## config.mk

```make
export PLATFORM = sky130hd
export DESIGN_NAME = multicycle_ctrl
export DESIGN_NICKNAME = d
export VERILOG_FILES = /design/src/rtl/multicycle_ctrl.sv
export SDC_FILE = /design/constraint.sdc
export NUM_CORES = 1
export LEC_CHECK = 0
export BUFFER_PORTS_ARGS = -buffer_cell sky130_fd_sc_hd__buf_4
export CELL_PAD_IN_SITES_DETAIL_PLACEMENT = 0
export CELL_PAD_IN_SITES_GLOBAL_PLACEMENT = 2
export CORE_ASPECT_RATIO = 0.8
export CORE_MARGIN = 3
export CORE_UTILIZATION = 27
export DETAILED_ROUTE_END_ITERATION = 12
export GPL_ROUTABILITY_DRIVEN = 0
export HOLD_SLACK_MARGIN = 0.03
export PLACE_DENSITY = 0.88
export SLEW_MARGIN = 20
export SYNTH_ARGS = -nofsm -noshare
export SYNTH_HDL_FRONTEND = slang
export SYNTH_SLANG_ARGS = --single-unit
```

## constraint.sdc

```tcl
create_clock -name clk -period 2.7 [get_ports clk]
set_input_delay 0.27 -clock clk [delete_from_list [all_inputs] [get_ports clk]]
set_output_delay 0.27 -clock clk [all_outputs]
set_load 0.02 [all_outputs]
```

## src/rtl/multicycle_ctrl.sv

```systemverilog
// multicycle_ctrl: main sequencing FSM for the multicycle RV32I core.
// Rev 1.0 - fetch/decode/exec/mem/wb sequencing with illegal-opcode and bus-timeout traps.
`default_nettype none

module multicycle_ctrl #(
  parameter int TIMEOUT_CYCLES = 255,
  parameter int CNT_W          = 8
) (
  input  logic        clk,
  input  logic        reset,
  input  logic [31:0] instr,
  input  logic        mem_ready,
  input  logic        branch_taken,
  output logic        mem_req,
  output logic        mem_we,
  output logic        addr_sel,
  output logic        ir_write,
  output logic        pc_write,
  output logic [1:0]  pc_src,
  output logic [2:0]  i_type,
  output logic        alu_a_sel,
  output logic        alu_b_sel,
  output logic        reg_write,
  output logic [1:0]  wb_sel,
  output logic        retire,
  output logic        illegal,
  output logic        bus_err
);

  typedef enum logic [2:0] {
    S_IDLE, S_FETCH, S_DECODE, S_EXEC, S_MEM, S_WB, S_TRAP
  } state_t;

  typedef enum logic [3:0] {
    C_OP, C_OPIMM, C_LOAD, C_STORE, C_BRANCH, C_LUI, C_AUIPC, C_JAL, C_JALR, C_BAD
  } cls_t;

  localparam logic [CNT_W-1:0] c_LIMIT = (TIMEOUT_CYCLES == 0) ? '0 : CNT_W'(TIMEOUT_CYCLES - 1);

  state_t           r_state, w_next;
  cls_t             r_cls, w_dec_cls;
  logic [2:0]       r_itype, w_dec_itype;
  logic [CNT_W-1:0] r_cnt;
  logic             r_illegal, r_bus_err;
  logic             w_timeout, w_set_illegal, w_set_bus_err;
  logic             w_unused;

  assign w_unused  = ^{instr[31:15], instr[11:7]};
  assign illegal   = r_illegal;
  assign bus_err   = r_bus_err;
  // mem_ready on the limit cycle takes priority over the timeout.
  assign w_timeout = (TIMEOUT_CYCLES != 0) && (r_cnt == c_LIMIT) && !mem_ready;

  always_comb begin
    w_dec_cls   = C_BAD;
    w_dec_itype = 3'd7;
    case (instr[6:0])
      7'b0110011: begin w_dec_cls = C_OP;     w_dec_itype = 3'd7; end
      7'b0010011: begin w_dec_cls = C_OPIMM;  w_dec_itype = 3'd0; end
      7'b0000011: begin w_dec_cls = C_LOAD;   w_dec_itype = 3'd0; end
      7'b0100011: begin w_dec_cls = C_STORE;  w_dec_itype = 3'd1; end
      7'b1100011: begin w_dec_cls = C_BRANCH; w_dec_itype = 3'd2; end
      7'b0110111: begin w_dec_cls = C_LUI;    w_dec_itype = 3'd3; end
      7'b0010111: begin w_dec_cls = C_AUIPC;  w_dec_itype = 3'd3; end
      7'b1101111: begin w_dec_cls = C_JAL;    w_dec_itype = 3'd4; end
      7'b1100111: begin
        if (instr[14:12] == 3'b000) begin
          w_dec_cls   = C_JALR;
          w_dec_itype = 3'd0;
        end
      end
      default: ;
    endcase
  end

  always_comb begin
    w_next        = r_state;
    mem_req       = 1'b0;
    mem_we        = 1'b0;
    addr_sel      = 1'b0;
    ir_write      = 1'b0;
    pc_write      = 1'b0;
    pc_src        = 2'd0;
    i_type        = r_itype;
    alu_a_sel     = 1'b0;
    alu_b_sel     = 1'b0;
    reg_write     = 1'b0;
    wb_sel        = 2'd0;
    retire        = 1'b0;
    w_set_illegal = 1'b0;
    w_set_bus_err = 1'b0;
    case (r_state)
      S_IDLE: begin
        i_type = 3'd7;
        w_next = S_FETCH;
      end
      S_FETCH: begin
        mem_req = 1'b1;
        if (mem_ready) begin
          ir_write = 1'b1;
          w_next   = S_DECODE;
        end else if (w_timeout) begin
          w_set_bus_err = 1'b1;
          w_next        = S_TRAP;
        end
      end
      S_DECODE: begin
        i_type = w_dec_itype;
        if (w_dec_cls == C_BAD) begin
          w_set_illegal = 1'b1;
          w_next        = S_TRAP;
        end else begin
          w_next = S_EXEC;
        end
      end
      S_EXEC: begin
        alu_b_sel = !((r_cls == C_OP) || (r_cls == C_BRANCH));
        alu_a_sel = (r_cls == C_AUIPC);
        case (r_cls)
          C_BRANCH: begin
            pc_write = 1'b1;
            pc_src   = branch_taken ? 2'd1 : 2'd0;
            retire   = 1'b1;
            w_next   = S_FETCH;
          end
          C_LOAD, C_STORE: w_next = S_MEM;
          default:         w_next = S_WB;
        endcase
      end
      S_MEM: begin
        mem_req  = 1'b1;
        addr_sel = 1'b1;
        mem_we   = (r_cls == C_STORE);
        if (mem_ready) begin
          if (r_cls == C_LOAD) begin
            w_next = S_WB;
          end else begin
            pc_write = 1'b1;
            retire   = 1'b1;
            w_next   = S_FETCH;
          end
        end else if (w_timeout) begin
          w_set_bus_err = 1'b1;
          w_next        = S_TRAP;
        end
      end
      S_WB: begin
        reg_write = 1'b1;
        pc_write  = 1'b1;
        retire    = 1'b1;
        w_next    = S_FETCH;
        case (r_cls)
          C_LOAD:  wb_sel = 2'd1;
          C_JAL:   begin wb_sel = 2'd2; pc_src = 2'd1; end
          C_JALR:  begin wb_sel = 2'd2; pc_src = 2'd2; end
          C_LUI:   wb_sel = 2'd3;
          default: wb_sel = 2'd0;
        endcase
      end
      S_TRAP: ;
      default: w_next = S_IDLE;
    endcase
  end

  always_ff @(posedge clk) begin
    if (reset) begin
      r_state   <= S_IDLE;
      r_cls     <= C_OP;
      r_itype   <= 3'd7;
      r_cnt     <= '0;
      r_illegal <= 1'b0;
      r_bus_err <= 1'b0;
    end else begin
      r_state   <= w_next;
      r_illegal <= r_illegal | w_set_illegal;
      r_bus_err <= r_bus_err | w_set_bus_err;
      if (r_state == S_DECODE) begin
        r_cls   <= w_dec_cls;
        r_itype <= w_dec_itype;
      end
      if (mem_ready || (w_next != r_state)) begin
        r_cnt <= '0;
      end else if ((r_state == S_FETCH) || (r_state == S_MEM)) begin
        r_cnt <= r_cnt + 1'b1;
      end
    end
  end

endmodule

`default_nettype wire

```

# Yosys cells after proc, flatten, opt, wreduce, memory -nomap -nowiden
# Index checks and enable logic that the tools add are counted.
# totals
inputBits,36
latch_bits,0
rom_bits,0
ramBits,0
ff_bits,20
out_inout_bits,18
mem_count,0
# classes
div_mod_pow,0
shifts,0
n_eq_ne,25
multipliers,0
n_mux,35
magnitude_cmp,0
n_reduce_logical,16
addsub,1
bitwise_logic,2
# op_table
operator,count
one-hot mux 3 bit (6 select lines),2
one-hot mux 4 bit (9 select lines),1
"equality test 7 x 6 -> 1 bit, second input constant",3
"equality test 7 bit, second input constant",3
two-way mux 1 bit,19
two-way mux 3 bit,6
"equality test 4 x 3 -> 1 bit, second input constant",4
"equality test 7 x 5 -> 1 bit, second input constant",2
OR reduction 2 bit,7
one-hot mux 3 bit (2 select lines),2
"equality test 3 bit, second input constant",3
"adder 8 x 1 -> 8 bit, second input constant",1
"equality test 4 x 2 -> 1 bit, second input constant",2
"equality test 4 bit, second input constant",2
"equality test 8 bit, second input constant",1
one-hot mux 2 bit (2 select lines),2
"equality test 7 x 2 -> 1 bit, second input constant",1
"equality test 3 x 2 -> 1 bit, second input constant",2
zero test 3 bit,2
one-hot mux 2 bit (3 select lines),1
zero test 4 bit,1
"equality test 3 x 1 -> 1 bit, second input constant",1
logical OR 1 bit,3
!= test 3 bit,1
other kinds (5),7

# Depth between registers and ports, before layout
# depth
depth_word,9
mapped_depth,8
ltp_nobuf,8

# Least setup slack after synthesis
# Ideal clock, no wire load.
# synth_timing
path_type,register -> output
start,register r_state[1]
end,output port retire
path_slack_ns,0.598
arrival_ns,1.832
required_time_ns,2.430
path_buffers,2
stages_incl_launch_ff,5
cell_sequence,dfxtp_1 > clkbuf_1 > nand3b_1 > o41ai_1 > buf_4
# synth_between
elab_chain_len,2
word_cells_on_any_way,4
classes_between,eq/ne: 3; mux: 1
# synth_lines
item,line_no,text
start: declaration,40,"state_t r_state, w_next;"
start signal: assignment,174,r_state <= w_next;
equality test 3 bit / equality test 3 x 2 -> 1 bit (equally long branches),n/a,
one-hot mux 1 bit (3 select lines) *,n/a,
end: declaration,25,"output logic retire,"
# Mark *: on every way between the ends. The rest lies on a longest branch, timed or not.

# Worst setup path after layout
# layout_timing
start,register r_state[2]
end,output port i_type[0]
# layout_between
elab_chain_len,2
word_cells_on_any_way,3
classes_between,eq/ne: 1; mux: 1; reduce/logical: 1
# layout_lines
item,line_no,text
equality test 3 x 2 -> 1 bit / zero test 3 bit (equally long branches),92,case (r_state)
one-hot mux 3 bit (2 select lines) *,92,
end: declaration,20,"output logic [2:0] i_type,"
# Marked as above.

==> impl_results.md <==
- Post-cts resize count: 0
- Drt total wl: 3799 um
- Register area share after synthesis: 26.98%
- Arrival time worst endpoint: 2.02 ns
- Die Y: 72.31 um
- Total power: 0.7426 mW
- Setup TNS: 0 ns
- Core Rows: 23
- I/O Pins: 54
- Worst hold path depth: 2
- DRC: 0
- R2R Setup Slk: 0.49 ns
- Initial DRC Count: 112
- Hold Worst Slack: 0.2318 ns
- Initial antenna violation count: 0
- Core Area: 5151 um^2
- RR Startpoint: r_cnt[0]$_SDFFE_PP0P_
- Util after Layout: 35.00%
- Syn. warnings: 0
- CTS clk-pin slew, worst paths: 0.08 ns
- Family with the most delay on the worst path: compound AO/OA/AOI/OAI gates
- Crit path buf inv count: 1
- Design Area, Final: 1803 um^2
- CTS tree: built
- Worst slew pin tran: 0.6228 ns
- GR Overflow Total: 0
- Synth Flop Type: dfxtp_1
- Port-buffer cells: 31
- MaxCap Viol Count: 0
- # hold bufs at CTS: 0
- Area growth, synth to finish: 21.50%
- Die X: 88.89 um
- Gate count of the mapped netlist: 195
- DP Wirelength: 2936 um
- Max stage delay on crit path: 0.45 ns
- Worst relative slew slack: 57.82%
- Worst Hold End: r_cls[0]$_SDFFE_PP0P_
- Tcrit/Tclk final: 84.81%
- Synthesized Nets: 233
- Layout cell share with drive strength beyond 1: 22.02%
- Fin cells: 280
- Starting Density: 28.81%
- CP max-delay cell: a2111oi_1
- Dpl cell area: 1747 um^2
- Main combinational cell family by area after synthesis: simple AND/OR/NAND/NOR gates
- Placed Cells: 276
- Crit-path max FO: 10
- Crit end category: primary output
- EDFF count, synth: 0
- CTS Sinks: 20
- CTS max path bufs: 2
- Worst skew pair latency: 0.26 ns
- PwrDens: 411.9 nW/um^2
- Vias in the first global route: 1291
- Critical Path RT: 2.43 ns
- Commonest non-fill, non-tap cell in the layout: buf_4
- Setup crit start kind: flip-flop
- DP Worst Slack: 0.4623 ns
- Fin nets: 257
- Hold_sp: reset
- Compound-cell area share of the yosys netlist: 22.43%
- Routed wire per std cell: 13.57 um
- Class of the most critical setup path: flip-flop to primary output
- Multiplexer share of the synthesized area: 0%
- GRT Total Usage: 12.18%
- Synth Cell Area: 1484 um^2
- Fin. max-slew vios: 0
- Async set-reset flop share out of synthesis: 0%
- Yosys top cell by area: dfxtp_1
- Worst VDD drop: 0.0001885 V
- Reg2Reg Capture Point: r_cnt[3]$_SDFFE_PP0P_
- Simple-Gate Fraction of Synth Area: 37.10%
- Post-Synth XOR/XNOR Area: 5.818%
- Largest net degree at the start of global routing: 14
- Root buffer cell: clkbuf_8
- Most frequent cells in the layout: 32 x buf_4, 27 x nor2_1, 20 x dfxtp_1
- Postcts setup bufs: 0
- Pre-antenna DRT Iters: 4
- Post-synthesis register bit count: 20
- Area share of fa/ha/maj cells after synthesis: 1.686%
- Total number of vias: 1442
- Antenna viol nets, final: 0
- Static Leak: 0.6768 nW
- Via density: 5.150
- Status: finished, final reports clean
- Clock Skews: 0.006398 ns
- Hold Vio Cnt, Final: 0
- Number of diodes: 0
- DIE AREA: 6427 um^2
- Cells along the critical path: nor2_1, nand2_1, a2111oi_1, o31ai_1, o21a_1, buf_4
- Hold crit path type: primary input to flip-flop
- Minimum clock period: 2.290 ns
- Synth Area per Inst: 7.610 um^2
- RSZ-0062 raised after global routing: false
- Worst R2R Path Depth: 8
- Htree depth: 1
- FF/Latch Area: 400.4 um^2
- First-pass GRT wire length: 6334 um
- # setup viols final: 0
- Yosys top cell area share: 26.98%
- TritonCTS Buffers: 3
- F_max: 436.7 MHz
- Area contributors post-synth: dfxtp_1 27%, nor2_1 6.8%, a21oi_1 3.4%, nor4_1 3.4%, xnor2_1 3.0%
- Area of the multi-input gates: 996.0 um^2
- Fin worst setup slack: 0.4101 ns
- # fillers: 562
- Synth unique cells: 61
worst reg2reg max path: cells and delay by family, from the launching register on:
family	cells	cell delay [ns]
AOI/OAI and AO/OA	2	0.68
adders and majority gates	1	0.22
DFF	1	0.39
and+or+nand+nor	3	0.61
buffers and inverters	2	0.22
report_power, final:
group	total [mW]	switching, mW	leakage [nW]	internal (mW)
clock	0.227	0.0975	0.0288	0.130
combinational	0.186	0.109	0.486	0.0773
sequential	0.329	0.0236	0.162	0.306
how the worst max path moves through the flow:
| stage | startpoint | end | slack, ns | cells after the start |
|---|---|---|---|---|
| floorplan | r_state[1]$_SDFF_PP0_ | retire | 0.60 | 4 |
| global placement | instr[6] | i_type[0] | 0.46 | 7 |
| detailed placement | instr[6] | i_type[0] | 0.46 | 7 |
| CTS | r_state[0]$_SDFF_PP0_ | i_type[0] | 0.26 | 6 |
| global route | r_state[0]$_SDFF_PP0_ | i_type[0] | 0.05 | 6 |
| finish | r_state[2]$_SDFF_PP0_ | i_type[0] | 0.41 | 6 |
routing by layer:
metal	GRT usage (%)	wire length, um	vias up
met5	0	0	-
met4	2.013	23	0
met3	3.178	261	2
met2	16.97	1489	43
met1	18.83	2025	639
li1	-	-	758
Yosys cell counts (3+ instances only):
cell type  number
nor2_1         27
dfxtp_1        20
a21oi_1        10
nand2_1        10
clkbuf_1        8
inv_1           8
nor4_1          8
nor3_1          7
nor2b_1         6
o21ai_0         5
xnor2_1         5
and2_1          4
and3_1          3
and4_1          3
nand2b_1        3
nand3_1         3
nand3b_1        3
o22ai_1         3
or2_2           3
xor2_1          3
sequential cells by signal, summed over array words and instances (netlist names):
signal / cells
illegal: 1
r_itype: 3
r_cnt: 8
r_cls: 4
r_state: 3
bus_err: 1
area by class of cell:
| class | instances | area share [%] |
|---|---|---|
| Timing Repair Buffer | 32 | 13.32 |
| Inverter | 9 | 1.874 |
| Sequential cell | 20 | 22.21 |
| Tap cell | 62 | 4.303 |
| Clock buffer | 4 | 3.053 |
| Multi-Input combinational cell | 153 | 55.24 |
cells by family (layout without fill, tap and decap cells):
| kind of cell | after synthesis | after routing |
|---|---|---|
| buf+inv | 22 | 45 |
| xor+xnor | 9 | 9 |
| fa+ha+maj | 2 | 2 |
| compound gates | 46 | 46 |
| flops | 20 | 20 |
| simple gates | 96 | 96 |
No activity file was read; power rests on OpenSTA's default activity.
